### config.mk
export PLATFORM = sky130hd
export DESIGN_NAME = aes_round_seq
export DESIGN_NICKNAME = d
export VERILOG_FILES = /design/src/rtl/aes_seq_pkg.sv /design/src/rtl/aes_round_timer.sv /design/src/rtl/aes_round_seq.sv
export SDC_FILE = /design/constraint.sdc
export NUM_CORES = 1
export LEC_CHECK = 0
export BUFFER_PORTS_ARGS = -buffer_cell sky130_fd_sc_hd__buf_2
export CELL_PAD_IN_SITES_DETAIL_PLACEMENT = 1
export CELL_PAD_IN_SITES_GLOBAL_PLACEMENT = 2
export CORE_MARGIN = 2
export CORE_UTILIZATION = 30
export DETAILED_ROUTE_END_ITERATION = 10
export PLACE_DENSITY_LB_ADDON = 0.1
export SETUP_SLACK_MARGIN = 0.02
export SYNTH_ARGS = -nofsm -noshare
export SYNTH_HDL_FRONTEND = slang
export SYNTH_SLANG_ARGS = --single-unit
### constraint.sdc
create_clock -name refclk -period 1.8 [get_ports refclk]
set_input_delay 0.36 -clock refclk [delete_from_list [all_inputs] [get_ports refclk]]
set_output_delay 0.36 -clock refclk [all_outputs]
set_load 0.01 [all_outputs]
### src/rtl/aes_seq_pkg.sv
// Shared types for the AES round sequencer: FSM states, key-length codes and round-count lookup.
// The KEXP state only exists when AES_SEQ_DECRYPT_EN is defined.
package aes_seq_pkg;

    localparam logic [1:0] KL_128  = 2'd0;
    localparam logic [1:0] KL_192  = 2'd1;
    localparam logic [1:0] KL_256  = 2'd2;
    localparam logic [1:0] KL_RSVD = 2'd3;

    typedef enum logic [2:0] {
        IDLE  = 3'd0,
        LOAD  = 3'd1,
`ifdef AES_SEQ_DECRYPT_EN
        KEXP  = 3'd2,
`endif
        ROUND = 3'd3,
        OUT   = 3'd4
    } seq_state_e;

    function automatic logic [3:0] nr_of(input logic [1:0] keylen);
        logic [3:0] nr;
        case (keylen)
            KL_128:  nr = 4'd10;
            KL_192:  nr = 4'd12;
            KL_256:  nr = 4'd14;
            default: nr = 4'd0;
        endcase
        return nr;
    endfunction

endpackage

### src/rtl/aes_round_timer.sv
// Per-round watchdog: counts stalled ROUND cycles and flags the cycle in which the
// TIMEOUT-th consecutive stall occurs, so the sequencer can leave ROUND on that edge.
module aes_round_timer #(
    parameter int unsigned TIMEOUT = 255
) (
    input  logic refclk,
    input  logic rst_n,
    input  logic clear,
    input  logic count_en,
    output logic expired
);

    localparam logic [7:0] LIMIT = 8'(TIMEOUT - 1);

    logic [7:0] cnt_r;

    // Saturating stall counter, restarted by clear
    always_ff @(posedge refclk or negedge rst_n) begin
        if (!rst_n) begin
            cnt_r <= 8'd0;
        end else if (clear) begin
            cnt_r <= 8'd0;
        end else if (count_en && (cnt_r != 8'hFF)) begin
            cnt_r <= cnt_r + 8'd1;
        end else begin
            cnt_r <= cnt_r;
        end
    end

    assign expired = count_en && (cnt_r >= LIMIT);

endmodule

### src/rtl/aes_round_seq.sv
// Iterative AES round sequencer: load, optional decrypt key pre-pass, Nr handshaked rounds, status.
// Decrypt support (KEXP, ks_fwd, dp_dec) is compiled in only with AES_SEQ_DECRYPT_EN.
module aes_round_seq
    import aes_seq_pkg::*;
#(
    parameter int unsigned TIMEOUT = 255
) (
    input  logic       refclk,
    input  logic       rst_n,
    input  logic       cmd_valid,
    output logic       cmd_ready,
    input  logic [1:0] cmd_keylen,
    input  logic       cmd_dec,
    output logic       dp_load,
    output logic [1:0] dp_keylen,
    output logic       dp_dec,
    output logic       ks_fwd,
    output logic       dp_round_valid,
    output logic [3:0] dp_round_idx,
    output logic       dp_round_last,
    input  logic       dp_done,
    output logic       res_valid,
    input  logic       res_ready,
    output logic       res_err,
    output logic       busy
);

    seq_state_e state_r;
    logic       cmd_ready_r, dp_load_r, dp_round_valid_r, dp_round_last_r;
    logic       res_valid_r, res_err_r, busy_r;
    logic [1:0] dp_keylen_r;
    logic [3:0] rnd_r;
    logic [3:0] nr_s;
    logic       transfer_s, reject_s, wd_clear_s, wd_count_s, wd_expired_s;
`ifdef AES_SEQ_DECRYPT_EN
    logic       ks_fwd_r, dp_dec_r;
`endif

    assign nr_s       = nr_of(dp_keylen_r);
    assign transfer_s = dp_round_valid_r & dp_done;
    assign wd_count_s = (state_r == ROUND) & ~dp_done;
    assign wd_clear_s = (state_r != ROUND) | transfer_s;
`ifdef AES_SEQ_DECRYPT_EN
    assign reject_s   = (cmd_keylen == KL_RSVD);
`else
    assign reject_s   = (cmd_keylen == KL_RSVD) | cmd_dec;
`endif

    aes_round_timer #(.TIMEOUT(TIMEOUT)) u_timer (
        .refclk   (refclk),
        .rst_n    (rst_n),
        .clear    (wd_clear_s),
        .count_en (wd_count_s),
        .expired  (wd_expired_s)
    );

    // Sequencer FSM with all outputs registered alongside the state
    always_ff @(posedge refclk or negedge rst_n) begin
        if (!rst_n) begin
            state_r          <= IDLE;
            cmd_ready_r      <= 1'b0;
            dp_load_r        <= 1'b0;
            dp_round_valid_r <= 1'b0;
            dp_round_last_r  <= 1'b0;
            res_valid_r      <= 1'b0;
            res_err_r        <= 1'b0;
            busy_r           <= 1'b0;
            dp_keylen_r      <= 2'd0;
            rnd_r            <= 4'd0;
`ifdef AES_SEQ_DECRYPT_EN
            ks_fwd_r         <= 1'b0;
            dp_dec_r         <= 1'b0;
`endif
        end else begin
            case (state_r)
                IDLE: begin
                    // cmd_ready is low for the first cycle after reset release
                    if (cmd_ready_r && cmd_valid) begin
                        cmd_ready_r <= 1'b0;
                        busy_r      <= 1'b1;
                        dp_keylen_r <= cmd_keylen;
`ifdef AES_SEQ_DECRYPT_EN
                        dp_dec_r    <= cmd_dec;
`endif
                        if (reject_s) begin
                            state_r     <= OUT;
                            res_valid_r <= 1'b1;
                            res_err_r   <= 1'b1;
                        end else begin
                            state_r   <= LOAD;
                            dp_load_r <= 1'b1;
                        end
                    end else begin
                        cmd_ready_r <= 1'b1;
                    end
                end
                LOAD: begin
                    dp_load_r <= 1'b0;
                    rnd_r     <= 4'd1;
`ifdef AES_SEQ_DECRYPT_EN
                    if (dp_dec_r) begin
                        state_r  <= KEXP;
                        ks_fwd_r <= 1'b1;
                    end else begin
                        state_r          <= ROUND;
                        dp_round_valid_r <= 1'b1;
                        dp_round_last_r  <= 1'b0;
                    end
`else
                    state_r          <= ROUND;
                    dp_round_valid_r <= 1'b1;
                    dp_round_last_r  <= 1'b0;
`endif
                end
`ifdef AES_SEQ_DECRYPT_EN
                KEXP: begin
                    if (rnd_r == nr_s) begin
                        ks_fwd_r         <= 1'b0;
                        state_r          <= ROUND;
                        rnd_r            <= 4'd1;
                        dp_round_valid_r <= 1'b1;
                        dp_round_last_r  <= 1'b0;
                    end else begin
                        rnd_r <= rnd_r + 4'd1;
                    end
                end
`endif
                ROUND: begin
                    if (transfer_s) begin
                        if (rnd_r == nr_s) begin
                            state_r          <= OUT;
                            dp_round_valid_r <= 1'b0;
                            dp_round_last_r  <= 1'b0;
                            res_valid_r      <= 1'b1;
                            res_err_r        <= 1'b0;
                        end else begin
                            rnd_r           <= rnd_r + 4'd1;
                            dp_round_last_r <= ((rnd_r + 4'd1) == nr_s);
                        end
                    end else if (wd_expired_s) begin
                        state_r          <= OUT;
                        dp_round_valid_r <= 1'b0;
                        dp_round_last_r  <= 1'b0;
                        res_valid_r      <= 1'b1;
                        res_err_r        <= 1'b1;
                    end else begin
                        state_r <= ROUND;
                    end
                end
                OUT: begin
                    if (res_ready) begin
                        state_r     <= IDLE;
                        res_valid_r <= 1'b0;
                        res_err_r   <= 1'b0;
                        busy_r      <= 1'b0;
                        cmd_ready_r <= 1'b1;
                    end else begin
                        state_r <= OUT;
                    end
                end
                default: begin
                    state_r          <= IDLE;
                    cmd_ready_r      <= 1'b0;
                    dp_load_r        <= 1'b0;
                    dp_round_valid_r <= 1'b0;
                    dp_round_last_r  <= 1'b0;
                    res_valid_r      <= 1'b0;
                    res_err_r        <= 1'b0;
                    busy_r           <= 1'b0;
                end
            endcase
        end
    end

    assign cmd_ready      = cmd_ready_r;
    assign dp_load        = dp_load_r;
    assign dp_keylen      = dp_keylen_r;
    assign dp_round_valid = dp_round_valid_r;
    assign dp_round_idx   = rnd_r;
    assign dp_round_last  = dp_round_last_r;
    assign res_valid      = res_valid_r;
    assign res_err        = res_err_r;
    assign busy           = busy_r;
`ifdef AES_SEQ_DECRYPT_EN
    assign ks_fwd         = ks_fwd_r;
    assign dp_dec         = dp_dec_r;
`else
    assign ks_fwd         = 1'b0;
    assign dp_dec         = 1'b0;
`endif

endmodule

# == After elaboration in Yosys (flattened, before gate mapping) ==
# Cells that the tools add are included.
# op_classes
eq_ne,18
n_reduce_logical,19
bitwise_logic,9
n_lt_le_gt_ge,1
mux,37
addsub,2
# ops
op,count
3-bit two-way mux,6
1-bit two-way mux,17
8-bit two-way mux,2
2-bit inequality test (second input constant),6
3-bit one-hot mux with 4 select lines,1
4-bit one-hot mux with 3 select lines,1
3-bit AND reduction,4
3-bit by 2-bit inequality test with 1-bit output (second input constant),3
1-bit one-hot mux with 3 select lines,3
8-bit by 1-bit adder with 8-bit output (second input constant),1
4-bit equality test,2
8-bit greater-or-equal comparator (second input constant),1
4-bit two-way mux,2
8-bit inequality test (second input constant),1
1-bit one-hot mux with 4 select lines,2
4-bit one-hot mux with 2 select lines,1
2-bit AND reduction,4
6-bit AND reduction,1
2-bit OR reduction,3
1-bit NOT,5
4-bit by 1-bit adder with 4-bit output (second input constant),1
2-bit equality test (second input constant),2
1-bit one-hot mux with 2 select lines,2
2-bit nonzero test,2
other kinds (9),13
# totals
register_bits,24
input_bits,8
word_cells,97
output_inout_bits,15

# == Depth between registers and ports, before layout ==
# depth
ltp_word,6
ltp_mapped,6
ltp_nobuf,6

# == By module ==
# From an unflattened synthesis, not the netlist that was laid out.
# hier_totals
hier_cells,167
area_unflattened_um2,1522.7
# by_module_without_submodules
mod,instances,cells_each,area_each_um2
aes_round_seq,1,115,1031.0
aes_round_timer,1,52,491.7

# == Worst setup path before layout ==
# No wires, ideal clock.
# synth_timing
path_kind,register to register
startpoint,register dp_keylen_r[0] (netlist: dp_keylen[0])
endpoint,register res_valid_r (netlist: res_valid)
period_less_slack_ns,1.858
setup_slack_ns,-0.058
required_time_ns,1.675
t_arrival_ns,1.733
path_buffers,0
stages_incl_launch_ff,7
setup_time_ns,0.125
path_cell_list,dfrtp_1 inv_1 ha_1 xor2_1 nor4_4 o221ai_2 mux2_4
# synth_via
elab_chain_len,5
elab_cells_between_ends,7
# synth_rtl
element,line,rtl
start: declaration,aes_round_seq.sv:31,logic [1:0] dp_keylen_r;
start signal: assignment,aes_round_seq.sv:81,dp_keylen_r <= cmd_keylen;
2-bit equality test (tied with other cells),aes_seq_pkg.sv:22,case (keylen)
4-bit one-hot mux with 3 select lines (*),aes_seq_pkg.sv:22,
4-bit equality test (*),aes_round_seq.sv:130,if (rnd_r == nr_s) begin
3-bit by 2-bit inequality test with 1-bit output (no source line) (*),-,
6-bit AND reduction (no source line) (*),-,
end signal: assignment,aes_round_seq.sv:134,res_valid_r <= 1'b1;
end signal: assignment,aes_round_seq.sv:144,res_valid_r <= 1'b1;
end signal: assignment,aes_round_seq.sv:153,res_valid_r <= 1'b0;
end: declaration,aes_round_seq.sv:30,"logic res_valid_r, res_err_r, busy_r;"
# Every way passes the cells marked *; elsewhere a longest branch is shown, timed or not.
# A chain may end at the register's enable or synchronous reset.

# == Worst setup path in the final report ==
# layout_timing
startpoint,register dp_keylen_r[1] (netlist: dp_keylen[1])
endpoint,register res_valid_r (netlist: res_valid)
# The elaborated chain is that of the path after synthesis.

==> impl_metrics.py <==
metrics = {
    "status": {
        "status": "complete, but fails checks",
        "violations": "setup timing",
    },
    "yosys": {
        "yosys_warnings": 0,
        "postSynthAreaPerCell_um2": 9.51,
        "synth.cell_area_um2": 1510,
        "ys_ff_latch": 24,
        "synthCells": 159,
        "seq_area_frac_synth_pct": 39.7,
        "synth_cell_types": 45,
        "synth_ff_type": "dfrtp_1",
        "synth_edf_count": 0,
        "synthArstFlopShare_pct": 100,
    },
    "global_route": {
        "grt_pass1_vias": 1370,
        "grt_pass1_wl_um": 6820,
        "grt_max_degree": 25,
        "grt_usage_pct": 16.1,
        "grt_overflow_total": 0,
        "grt_antenna_before_repair": 0,
    },
    "critical_path": {
        "worst_r2r_endpoint": "res_valid",
        "critPathLaunch": "dp_keylen[1]",
        "worstPathMaxFanout": 4,
        "cp.required_ns": 1.97,
        "critical_path_arrival_ns": 1.98,
        "r2r_start": "dp_keylen[1]",
        "cp-start-kind": "flop",
        "reg2regPathDepth": 6,
        "worstSetupPathType": "flop to flop",
        "critPathCapture": "res_valid",
        "end_kind": "flop",
        "rrSetupSlack_ns": -0.02,
    },
    "sta": {
        "hold_viol_final": 0,
        "period_share_pct": 101,
        "setup_violations": 2,
        "slew_viol_final": 0,
        "rsz0062_at_grt": "yes",
        "worstMarginPinSlew_ns": 0.568,
        "fin_ws_ns": -0.0172,
        "slew_headroom_pct": 62.1,
        "clock.fmax_mhz": 550,
        "fin_crit_ns": 1.82,
        "finClkSkew_ns": 0.00725,
    },
    "clocking": {
        "holdBufCountCts": 0,
        "cts_tree": "done",
        "cts_buffers": 3,
        "clk_pin_slew_ns": 0.09,
        "htree_levels": 1,
        "clk_latency_ns": 0.27,
        "cts_buffer_depth": 2,
        "cts_root_buf": "clkbuf_8",
        "cts.sinks": 24,
    },
    "drt": {
        "routedWlPerCell_um": 15.5,
        "drc": 0,
        "num_vias": 1355,
        "met2_wirelength_um": 1960,
        "final_antenna_net_count": 0,
        "initialDrtViolationCount": 35,
        "drtPass1Iterations": 4,
        "vias_per_cell": 5.13,
        "maxUsedRoutingLayer": "met4",
        "wl_met3_um": 153,
        "wl_met1_um": 1950,
        "wirelength_um": 4090,
    },
    "cells_and_area": {
        "diodes": 0,
        "final_util_pct": 40.0,
        "layout-drive-gt1-share_pct": 32.5,
        "multi_input_area_um2": 900,
        "regArea_um2": 603,
        "fillers": 572,
        "nets": 212,
        "area_growth_syn_to_layout_pct": 26.7,
        "fin_area_um2": 1910,
    },
    "flow_run": {
        "cap_violations": 0,
    },
    "die": {
        "die_y_um": 75.0,
        "die_x_um": 75.0,
        "coreArea_um2": 4790,
        "io_pins": 23,
        "dieArea_um2": 5620,
        "fp-row-count": 25,
        "start_util_pct": 31.6,
    },
    "hold_path": {
        "hold_class": "input port to asynchronous set/reset pin",
    },
    "place": {
        "gp_congestion": 0.750,
        "portBuffers": 20,
        "dpl_worst_slack_ns": -0.0336,
        "dp_hpwl_um": 3160,
        "dpl_cell_area_um2": 1810,
    },
    "power_and_ir_drop": {
        "power_leakage_nw": 0.859,
        "ir_drop_mv": 0.399,
        "power_density_nw_per_um2": 1400,
    },
}
through the flow:
stage / hold slack [ns] / cells / power (mW) / setup TNS (ns)
2_1_floorplan: 0.0644 / 160 / 1.78 / -0.0194
3_3_place_gp: 0.399 / 256 / 2.23 / 0
3_5_place_dp: 0.396 / 256 / 2.26 / -0.0799
4_1_cts: 0.0936 / 264 / 2.71 / -0.0453
5_1_grt: 0.100 / 264 / 2.91 / -0.414
6_report: 0.0677 / 264 / 2.68 / -0.0257
layout by cell type, fill, tap and decap left out, types with 3 or more instances in the layout:
cell,synthesis,layout
nand2_1,16,16
ha_1,6,4
mux2i_1,5,5
a31oi_1,4,4
a211oi_1,4,3
and2_1,3,3
buf_2,3,20
nand4_1,3,3
inv_1,8,6
nor2_1,14,14
xnor2_1,4,3
nand2b_1,3,3
a21oi_1,7,7
o211ai_1,3,3
buf_4,2,19
xor2_1,5,4
dfrtp_1,24,22
nand3_1,6,6
o21ai_0,8,6
clkbuf_8,0,4
repair_timing:
action / in CTS / in global routing
endpoints found under the hold margin: 0 / 0
setup endpoints to repair: 6 / 9
pin swaps: 1 / 0
setup buffers: 4 / 0
resized for setup: 3 / 2
cloned: 0 / 0
area by class of cell:
| cell class | instances | share of cell area [%] |
|---|---|---|
| Clock buffer | 4 | 2.88 |
| Inverter | 8 | 1.57 |
| Multi-Input combinational cell | 122 | 47.0 |
| Sequential cell | 24 | 31.5 |
| Tap cell | 67 | 4.38 |
| Timing Repair Buffer | 39 | 12.7 |
power by group:
group / internal (mW) / switching (mW) / leakage (nW)
sequential: 0.679 / 0.153 / 0.310
clock: 0.196 / 0.181 / 0.0288
combinational: 0.711 / 0.757 / 0.520
layer usage:
metal  vias to the layer above  GRT usage, %
met3                         5          2.81
met4                         0          3.57
met5                         -             0
met1                       681          21.3
met2                        26          27.4
li1                        643             -
critical path, stage by stage (launching register included):
cell      delay, ns
dfrtp_2        0.44
inv_2          0.08
ha_4           0.21
xor2_2         0.15
nor4_4         0.33
o221ai_2       0.18
mux2_4         0.32
cell usage after synthesis, types with 2 or more instances:
library cell | instances | area share [%]
and2_1 | 3 | 1.2
dfrtp_1 | 24 | 40
nor2_1 | 14 | 3.5
xnor2_1 | 4 | 2.3
and3_1 | 2 | 0.83
a31oi_1 | 4 | 1.7
a211oi_1 | 4 | 2.0
ha_1 | 6 | 5.0
mux2i_1 | 5 | 3.3
nand2_1 | 16 | 4.0
o211ai_1 | 3 | 1.5
buf_4 | 2 | 0.99
xor2_1 | 5 | 2.9
nor3_1 | 2 | 0.66
nor2b_1 | 2 | 0.83
o21ai_0 | 8 | 2.6
mux2_2 | 2 | 1.5
nand3_1 | 6 | 2.0
buf_2 | 3 | 0.99
or2_2 | 2 | 0.83
nand2b_1 | 3 | 1.2
nand4_1 | 3 | 1.2
a21oi_1 | 7 | 2.3
inv_1 | 8 | 2.0
logic make-up after synthesis:
| kind of cell | count (synthesis) | synth area share (%) |
|---|---|---|
| xor gates and xnor gates | 9 | 5.21 |
| muxes | 8 | 5.79 |
| adders and majority gates | 6 | 4.97 |
| other | 1 | 0.248 |
| and+or+nand+nor | 59 | 20.9 |
| AOI/OAI and AO/OA | 38 | 19.0 |
| buffers and inverters | 14 | 4.22 |
| DFF | 24 | 39.7 |
registers in the layout, indices dropped and copies added (netlist names):
| register | flops |
|---|---|
| dp_keylen | 2 |
| cmd_ready | 1 |
| res_valid | 1 |
| busy | 1 |
| res_err | 1 |
| state_r | 3 |
| u_timer.cnt_r | 8 |
| dp_round_last | 1 |
| dp_round_idx | 4 |
| dp_round_valid | 1 |
| dp_load | 1 |
how the worst min path moves through the flow:
stage	start	end	slack (ns)	cells past startpoint
final	rst_n	dp_keylen[1]	0.07	1
after global placement	rst_n	cmd_ready	0.40	1
after global routing	rst_n	dp_keylen[1]	0.10	1
after floorplan	rst_n	busy	0.06	0
after CTS	rst_n	cmd_ready	0.09	1
after detailed placement	rst_n	dp_keylen[1]	0.40	1
(Power assumes the default switching activity.)
